==> src/rtl/ballot_sequencer.sv <==
// -----------------------------------------------------------------------------
// ballot_sequencer
//
// Per-voter ballot controller for the 4-candidate EVM. A presiding-officer
// ballot_issue pulse arms the booth for one vote. A single unambiguous
// candidate press is forwarded to the vote logger as a one-cycle one-hot
// strobe, after which the booth is locked for a confirmation period.
// Ambiguous (multi-button), cancelled or timed-out ballots are never forwarded.
//
// Optional feature macro: BALLOT_TIMEOUT_EN
//   defined   : an armed ballot expires after TIMEOUT_CYCLES cycles without a
//               vote and ballot_timeout pulses for one cycle.
//   undefined : no arm timer; the booth stays armed until a vote or mode=1.
//               ballot_timeout is tied low and TIMEOUT_CYCLES is unused.
//
// Parameters:
//   TIMEOUT_CYCLES  max armed cycles without a vote (>= 2)
//   CONFIRM_CYCLES  post-vote lockout length (>= 1)
//
// Ports:
//   clock            in   rising-edge clock
//   reset            in   synchronous, active-high reset
//   mode             in   0 = voting, 1 = result display
//   ballot_issue     in   one-cycle arm pulse from the officer console
//   candidate_press  in   [3:0] one-cycle press pulses, bit i = candidate i+1
//   vote_strobe      out  [3:0] registered one-hot, one cycle per accepted vote
//   ballot_ready     out  high while ARMED
//   confirm_led      out  high while CONFIRM
//   ballot_timeout   out  one-cycle pulse when an armed ballot expires
//   ballots_cast     out  [7:0] accepted votes, saturates at 255
//   rejected_count   out  [7:0] multi-press rejections, saturates at 255
// -----------------------------------------------------------------------------
module ballot_sequencer #(
  parameter int TIMEOUT_CYCLES = 1000,
  parameter int CONFIRM_CYCLES = 50
) (
  input  logic       clock,
  input  logic       reset,
  input  logic       mode,
  input  logic       ballot_issue,
  input  logic [3:0] candidate_press,
  output logic [3:0] vote_strobe,
  output logic       ballot_ready,
  output logic       confirm_led,
  output logic       ballot_timeout,
  output logic [7:0] ballots_cast,
  output logic [7:0] rejected_count
);

  typedef enum logic [1:0] {
    ST_IDLE,
    ST_ARMED,
    ST_CONFIRM
  } state_t;

  localparam int CW = (CONFIRM_CYCLES > 1) ? $clog2(CONFIRM_CYCLES) : 1;
  localparam logic [CW-1:0] CONFIRM_LAST = CW'(CONFIRM_CYCLES - 1);

`ifdef BALLOT_TIMEOUT_EN
  localparam int TW = (TIMEOUT_CYCLES > 1) ? $clog2(TIMEOUT_CYCLES) : 1;
  localparam logic [TW-1:0] TIMEOUT_LAST = TW'(TIMEOUT_CYCLES - 1);

  logic [TW-1:0] r_arm_timer;
  logic          r_timeout;
`endif

  state_t        r_state;
  logic [CW-1:0] r_confirm_timer;
  logic [3:0]    r_vote_strobe;
  logic [7:0]    r_ballots_cast;
  logic [7:0]    r_rejected_count;

  // x & (x-1) clears the lowest set bit: non-zero means two or more presses.
  logic [3:0] w_press_minus1;
  logic       w_multi_press;
  logic       w_single_press;

  assign w_press_minus1 = candidate_press - 4'd1;
  assign w_multi_press  = (candidate_press & w_press_minus1) != 4'd0;
  assign w_single_press = (candidate_press != 4'd0) && !w_multi_press;

  always_ff @(posedge clock) begin
    // NOTE: every state register uses <= so all of them update from the values
    // sampled at the same edge; = here would leak new values into later lines.
    if (reset) begin
      r_state          <= ST_IDLE;
      r_confirm_timer  <= '0;
      r_vote_strobe    <= 4'd0;
      r_ballots_cast   <= 8'd0;
      r_rejected_count <= 8'd0;
`ifdef BALLOT_TIMEOUT_EN
      r_arm_timer      <= '0;
      r_timeout        <= 1'b0;
`endif
    end else begin
      // Strobe and timeout are single-cycle pulses unless reloaded below.
      r_vote_strobe <= 4'd0;
`ifdef BALLOT_TIMEOUT_EN
      r_timeout     <= 1'b0;
`endif
      case (r_state)
        ST_IDLE: begin
          if (!mode && ballot_issue) begin
            r_state <= ST_ARMED;
`ifdef BALLOT_TIMEOUT_EN
            r_arm_timer <= '0;
`endif
          end
        end

        ST_ARMED: begin
          if (mode) begin
            // Cancel beats a simultaneous press.
            r_state <= ST_IDLE;
          end else if (w_single_press) begin
            // A press on the last armed cycle still wins over the timeout.
            r_vote_strobe   <= candidate_press;
            r_state         <= ST_CONFIRM;
            r_confirm_timer <= '0;
            if (r_ballots_cast != 8'hFF) r_ballots_cast <= r_ballots_cast + 8'd1;
          end else if (w_multi_press) begin
            if (r_rejected_count != 8'hFF) r_rejected_count <= r_rejected_count + 8'd1;
`ifdef BALLOT_TIMEOUT_EN
            // Hold at the last count so the expiry fires on the next idle cycle
            // instead of wrapping past it.
            if (r_arm_timer != TIMEOUT_LAST) r_arm_timer <= r_arm_timer + TW'(1);
`endif
          end
`ifdef BALLOT_TIMEOUT_EN
          else if (r_arm_timer == TIMEOUT_LAST) begin
            r_state   <= ST_IDLE;
            r_timeout <= 1'b1;
          end else begin
            r_arm_timer <= r_arm_timer + TW'(1);
          end
`endif
        end

        ST_CONFIRM: begin
          // Inputs are ignored so a logged vote always completes its lockout.
          if (r_confirm_timer == CONFIRM_LAST) begin
            r_state <= ST_IDLE;
          end else begin
            r_confirm_timer <= r_confirm_timer + CW'(1);
          end
        end

        default: r_state <= ST_IDLE;
      endcase
    end
  end

  assign vote_strobe    = r_vote_strobe;
  assign ballot_ready   = (r_state == ST_ARMED);
  assign confirm_led    = (r_state == ST_CONFIRM);
  assign ballots_cast   = r_ballots_cast;
  assign rejected_count = r_rejected_count;
`ifdef BALLOT_TIMEOUT_EN
  assign ballot_timeout = r_timeout;
`else
  assign ballot_timeout = 1'b0;
`endif

endmodule
==> config.mk <==
export PLATFORM = sky130hd
export DESIGN_NAME = ballot_sequencer
export DESIGN_NICKNAME = d
export VERILOG_FILES = /design/src/rtl/ballot_sequencer.sv
export SDC_FILE = /design/constraint.sdc
export NUM_CORES = 1
export LEC_CHECK = 0
export CAP_MARGIN = 40
export CORE_AREA = 2 2 55 57
export DETAILED_ROUTE_END_ITERATION = 8
export DIE_AREA = 0 0 57 59
export GPL_ROUTABILITY_DRIVEN = 0
export HOLD_SLACK_MARGIN = 0.1
export PLACE_DENSITY = 0.84
export SETUP_SLACK_MARGIN = 0.05
export SLEW_MARGIN = 5
export SYNTH_ARGS = -nofsm -noshare
export SYNTH_HDL_FRONTEND = slang
export SYNTH_SLANG_ARGS = --single-unit
==> constraint.sdc <==
create_clock -name clock -period 4.4 [get_ports clock]
set_input_delay 0.88 -clock clock [delete_from_list [all_inputs] [get_ports clock]]
set_output_delay 0.88 -clock clock [all_outputs]
set_load 0.05 [all_outputs]
==> metrics, run 1 <==
fin worst setup slack 1640 ps; area grow syn2layout 22.9%; worst slew pin tran 851 ps; leading area contributor after synthesis dfxtp_1; fin crit share 62.8%; CP Data Required Time 4650 ps; cell-internal power 322 uW; Reg clk slew, reported paths 150 ps; syn_area_per_cell 8.48 um^2; # DRC 0; sequential fraction of the synthesis area 40.5%; most frequent cells in the layout 29 x clkdlybuf4s50_1, 28 x dfxtp_1, 15 x nor2_1, 13 x a21oi_1, 11 x nand2_1; antenna cell count 0; ys flop type dfxtp_1; area of the multi-input gates 751 um^2; r2r setup slk 2330 ps; Max Buffers Root-to-Sink 2; number of post-CTS setup repair buffers 0; critical path class input port to register; area share of the largest cell type after synthesis 40.5%; # H-tree levels 1; EDFF count, synth 0; worst-path fanout max 11; Switching Fraction 23.9%; worst min path class register to register; vias in the first global route 1171; vias per cell 5.73; Clock Latency Late Sink 320 ps; Synth Instances 163; Switch Pwr 101 uW; commonest non-fill, non-tap cell in the layout clkdlybuf4s50_1; RSZ-0062 raised after global routing no; Die ar. 3360 um^2; Rows 19; total grt overflow 0; # setup viols final 0; Routed Antenna Nets 0; Total GRT Usage 17.8%; final core utilization 62.7%; power share of the clock group 29.1%; cts hold-fix bufs 0; placeable core region 2710 um^2; leak pwr 0.559 nW; Synth async-reset ratio 0%; status finished, final reports clean; Die H 59 um; TNS Setup 0 ps; Layout Skew 6.06 ps; WHS 510 ps; Starting Density 51.0%; first-pass GRT wire length 4.91 mm; Ports 31; Netlist Area Pre-Place 1380 um^2; IO Port Bufs 29; routed vias 1255; Routed WL 3.00 mm; Clock Sink Count 28; Placed Cells 215; share of layout cells above drive strength 1 3.19%; Logic pwr share 9.8%; Wirelength per Cell 13.7 um; dpl ws 1300 ps; final hold vios 0; first-pass iteration count of the detailed router 4; crit start category input port; Seq cells post-synth 28; CTS tree yes; Synthesized Nets 175; Seq. cell area 561 um^2; register share of total power 61.1%; synth unique cells 40; Slew headroom 43.1%; DP Wirelength 2.29 mm; Fillers 246; Max Clk Rate 362 MHz; Chip Width 57 um; synth warn 0; initial antenna violation count 0; max-cap check violation count 0; top post-synthesis cells by area dfxtp_1 41%, a21oi_1 4.7%, xnor2_1 4.4%, nor2_1 4.1%, ha_1 3.6%; Final min period 2760 ps; critical path endpoint category register; non-filler cells, final 219; Initial DRC Count 31; Arrival @ worst endpoint 3010 ps; Root Driver clkbuf_4; CTS Buf Count 3; nets 201; Pwr per Cell Area 249 nW/um^2; Worst VDD drop 0.000178 V; Final Max Tran Viols 0; PostCTS Resize Cnt 0; largest net degree at the start of global routing 25
worst max-delay path, cell delays in order:
cell             delay (ps)
clkdlybuf4s50_1         530
or3_1                   440
or2_4                   260
a21o_1                  260
or4_1                   490
a21oi_1                 150
cells in the mapped netlist (all sizes together) (2+ instances only):
| cell type | instances |
|---|---|
| o21ai | 11 |
| inv | 6 |
| o31ai | 2 |
| xor2 | 3 |
| o211ai | 2 |
| nor4 | 3 |
| nand2 | 11 |
| a21oi | 13 |
| or3 | 7 |
| clkbuf | 5 |
| a21o | 2 |
| nand3 | 9 |
| dfxtp | 28 |
| nor3 | 5 |
| nor3b | 4 |
| nor2b | 3 |
| ha | 4 |
| xnor2 | 7 |
| and4 | 3 |
| or4 | 2 |
| buf | 3 |
| nor2 | 15 |
metal layers:
layer | up-vias | global-route usage, % | part of all wire, %
li1 | 628 | - | -
met1 | 599 | 19.4 | 42
met2 | 26 | 35.6 | 54
met3 | 2 | 2.40 | 3.6
met4 | 0 | 5.32 | 0.27
met5 | - | 0 | 0
registers in the layout, indices dropped and copies added, names as in the netlist:
name	flops
r_confirm_timer	6
vote_strobe	4
r_state	2
rejected_count	8
ballots_cast	8
cell families (layout without fill, tap and decap cells):
kind of cell	Yosys count	in the layout	synth area share, %
flip-flops	28	28	40.5
XOR/XNOR	10	10	6.34
AO/OA/AOI/OAI	36	36	15.4
adder cells (fa/ha/maj)	5	5	4.34
AND/OR/NAND/NOR	68	68	27.1
buffers and inverters	14	39	5.16
multiplexers	1	1	0.814
other	1	1	0.271
power groups by stage:
| stage | Clock (mW) | Sequential (mW) | Combinational [mW] |
|---|---|---|---|
| 3_5_place_dp | 0 | 0.264 | 0.0410 |
| 4_1_cts | 0.126 | 0.259 | 0.0414 |
| 3_3_place_gp | 0 | 0.264 | 0.0392 |
| 2_1_floorplan | 0 | 0.266 | 0.0261 |
| 6_report | 0.123 | 0.259 | 0.0417 |
| 5_1_grt | 0.134 | 0.259 | 0.0451 |
worst paths after layout:
kind                                    from  cells after the start                              end
min          r_confirm_timer[5]$_SDFFE_PP0P_                      2  r_confirm_timer[5]$_SDFFE_PP0P_
min reg2reg  r_confirm_timer[5]$_SDFFE_PP0P_                      2  r_confirm_timer[5]$_SDFFE_PP0P_
max reg2reg  r_confirm_timer[0]$_SDFFE_PP0P_                      6  r_confirm_timer[1]$_SDFFE_PP0P_
max                       candidate_press[0]                      6     ballots_cast[5]$_SDFFE_PP0P_
through the flow:
| stage | total power, mW | cell area, um^2 |
|---|---|---|
| after floorplan | 0.292 | 1380 |
| after global placement | 0.303 | 1660 |
| after detailed placement | 0.305 | 1660 |
| after CTS | 0.426 | 1700 |
| after global routing | 0.438 | 1700 |
| final | 0.424 | 1700 |
final cells by class:
| cell class | count | area share, % |
|---|---|---|
| Clock buffer | 4 | 2.14 |
| Tap cell | 31 | 2.28 |
| Multi-Input combinational cell | 121 | 44.2 |
| Timing Repair Buffer | 29 | 17.1 |
| Sequential cell | 28 | 33.0 |
| Inverter | 6 | 1.33 |
(Power assumes the default switching activity.)
==> inputs of run 2 (changes only) <==
--- a/config.mk
+++ b/config.mk
@@ -6,12 +6,12 @@
 export NUM_CORES = 1
 export LEC_CHECK = 0
 export CAP_MARGIN = 40
-export CORE_AREA = 2 2 55 57
+export CORE_AREA = 2 2 57 59
 export DETAILED_ROUTE_END_ITERATION = 8
-export DIE_AREA = 0 0 57 59
+export DIE_AREA = 0 0 59 61
 export GPL_ROUTABILITY_DRIVEN = 0
 export HOLD_SLACK_MARGIN = 0.1
-export PLACE_DENSITY = 0.84
+export PLACE_DENSITY = 0.79
 export SETUP_SLACK_MARGIN = 0.05
 export SLEW_MARGIN = 5
 export SYNTH_ARGS = -nofsm -noshare
==> constraint.sdc (replaced) <==
create_clock -name clock -period 2.9 [get_ports clock]
set_input_delay 0.58 -clock clock [delete_from_list [all_inputs] [get_ports clock]]
set_output_delay 0.58 -clock clock [all_outputs]
set_load 0.05 [all_outputs]
==> run 2 against run 1 <==
  * Non-clock buffer count is 4 higher
  * First-iteration DRC count is 29% higher
  * Global-route usage is 0.55 points higher
  * Final cell count is 2.7% higher
  * Register-to-register slack worse by 1500 ps
  * Sequential share of layout area is 0.92 points lower
  * Die area is 7.0% higher
  * Via count is 3.4% higher
  * Flip-flop and latch count stayed put
==> metrics, run 2 (same netlist as run 1, synthesis figures left out) <==
status finished, final reports clean; leak pwr 0.585 nW (+4.6%); Wirelength per Cell 13.5 um (-1.5%); first-pass GRT wire length 5.05 mm (+3.0%); fin worst setup slack 503 ps (-1140 ps); most frequent cells in the layout 29 x clkdlybuf4s50_1, 28 x dfxtp_1, 15 x nor2_1, 13 x a21oi_1, 11 x nand2_1; # H-tree levels 1 (unchanged); r2r setup slk 840 ps (-1490 ps); Starting Density 46.8% (-4.2 points); Ports 31 (unchanged); Final min period 2400 ps; reg-to-reg critical path endpoint r_confirm_timer[1]$_SDFFE_PP0P_; Root Driver clkbuf_4; Max Clk Rate 417 MHz; number of post-CTS setup repair buffers 0 (unchanged); critical path endpoint category primary output; Clock Sink Count 28 (unchanged); WHS Endpoint ballots_cast[1]$_SDFFE_PP0P_; cts hold-fix bufs 0 (unchanged); Routed WL 3.03 mm (+1.2%); WHS 504 ps (-6.20 ps); Pwr per Cell Area 412 nW/um^2 (+65%); RSZ-0062 raised after global routing no; IO Port Bufs 29 (unchanged); dpl ws 203 ps (-1090 ps); Routed Antenna Nets 0 (unchanged); nets 205 (+2.0%); worst hold path startpoint ballots_cast[1]$_SDFFE_PP0P_; TNS Setup 0 ps (unchanged); PostCTS Resize Cnt 0 (unchanged); crit start category register; worst r2r src r_confirm_timer[0]$_SDFFE_PP0P_; Clock Latency Late Sink 350 ps (+30 ps); Layout Skew 15.3 ps (+9.20 ps); worst min path class register to register; final core utilization 59.2% (-3.5 points); GR Util met2 35.4% (-0.24 points); final hold vios 0 (unchanged); hold depth 2 (unchanged); vias in the first global route 1253 (+7.0%); Slew headroom 49.0% (+5.9 points); Fillers 270 (+9.8%); # DRC 0 (unchanged); area grow syn2layout 26.4%; fin crit share 82.6%; max-cap check violation count 0 (unchanged); first-pass iteration count of the detailed router 4 (unchanged); Rows 20 (+1); Arrival @ worst endpoint 1820 ps (-1190 ps); CTS tree yes; M1 GR Usage 18.5% (-0.91 points); CTS Buf Count 3 (unchanged); DP Wirelength 2.21 mm (-3.5%); CP Data Required Time 2320 ps (-2330 ps); total grt overflow 0 (unchanged); # setup viols final 0 (unchanged); placeable core region 2950 um^2 (+9.0%); worst slew pin tran 765 ps (-85.9 ps); r2r worst-path depth 6 (unchanged); critical path class register to primary output; grt met3 use 2.77% (+0.37 points); worst-path fanout max 5 (-6); vias per cell 5.77 (+0.67%); Die H 61 um (+3.4%); non-filler cells, final 225 (+2.7%); Final Max Tran Viols 0 (unchanged); routed vias 1298 (+3.4%); Die ar. 3600 um^2 (+7.0%); antenna cell count 0 (unchanged); initial antenna violation count 0 (unchanged); commonest non-fill, non-tap cell in the layout clkdlybuf4s50_1; Placed Cells 221 (+2.8%); Worst VDD drop 0.000140 V (-22%); Total GRT Usage 18.4% (+0.55 points); Max Buffers Root-to-Sink 2 (unchanged); largest net degree at the start of global routing 17 (-32%); Initial DRC Count 40 (+29%); GRT busiest layer met2; Chip Width 59 um (+3.5%); share of layout cells above drive strength 1 5.21% (+2.0 points); Reg clk slew, reported paths 160 ps (about the same)
==> run 2: cell count changes in the layout (fill, tap and decap cells not counted) <==
cell	delta
buf_4	+4
bufinv_16	+1
clkbuf_8	-1
==> run 2: critical path, stage by stage, from the launching register on <==
cell and delay [ps]:
dfxtp_1 430, nor2b_1 210, clkdlybuf4s50_1 830
==> run 2: area by class of cell <==
type | count | area (um^2) | share of cell area (%)
clock inverter | 1 | 30.0 | 1.72
tap | 33 | 41.3 | 2.36
inverter | 6 | 22.5 | 1.29
multi-input combinational | 121 | 751 | 42.9
clock buffer | 3 | 22.5 | 1.29
sequential | 28 | 561 | 32.1
timing repair buffer | 33 | 320 | 18.3
==> run 2: worst max path at each step <==
stage                            start                            to  slack (ps)  cells past startpoint
2_1_floorplan       candidate_press[0]  ballots_cast[5]$_SDFFE_PP0P_         650                      7
5_1_grt        r_state[0]$_SDFFE_PP0P_                  ballot_ready         410                      2
4_1_cts        r_state[0]$_SDFFE_PP0P_                  ballot_ready         500                      2
3_3_place_gp        candidate_press[3]  ballots_cast[7]$_SDFFE_PP0P_         270                      6
3_5_place_dp        candidate_press[3]  ballots_cast[5]$_SDFFE_PP0P_         200                      6
6_report       r_state[0]$_SDFFE_PP0P_                  ballot_ready         500                      2
==> run 2: power breakdown <==
| group | internal [mW] | switching, mW |
|---|---|---|
| sequential | 0.388 | 0.00411 |
| clock | 0.140 | 0.122 |
| combinational | 0.0271 | 0.0391 |
==> run 2: per-layer routing <==
layer | wire length (um) | share of wire [%]
met2 | 1640 | 54
met1 | 1240 | 41
met4 | 44 | 1.5
met3 | 109 | 3.6
met5 | 0 | 0
==> run 2: stage by stage <==
| step | area (um^2) | power [mW] |
|---|---|---|
| 2_1_floorplan | 1380 | 0.443 |
| 3_3_place_gp | 1700 | 0.464 |
| 3_5_place_dp | 1700 | 0.466 |
| 4_1_cts | 1750 | 0.724 |
| 5_1_grt | 1750 | 0.751 |
| 6_report | 1750 | 0.720 |
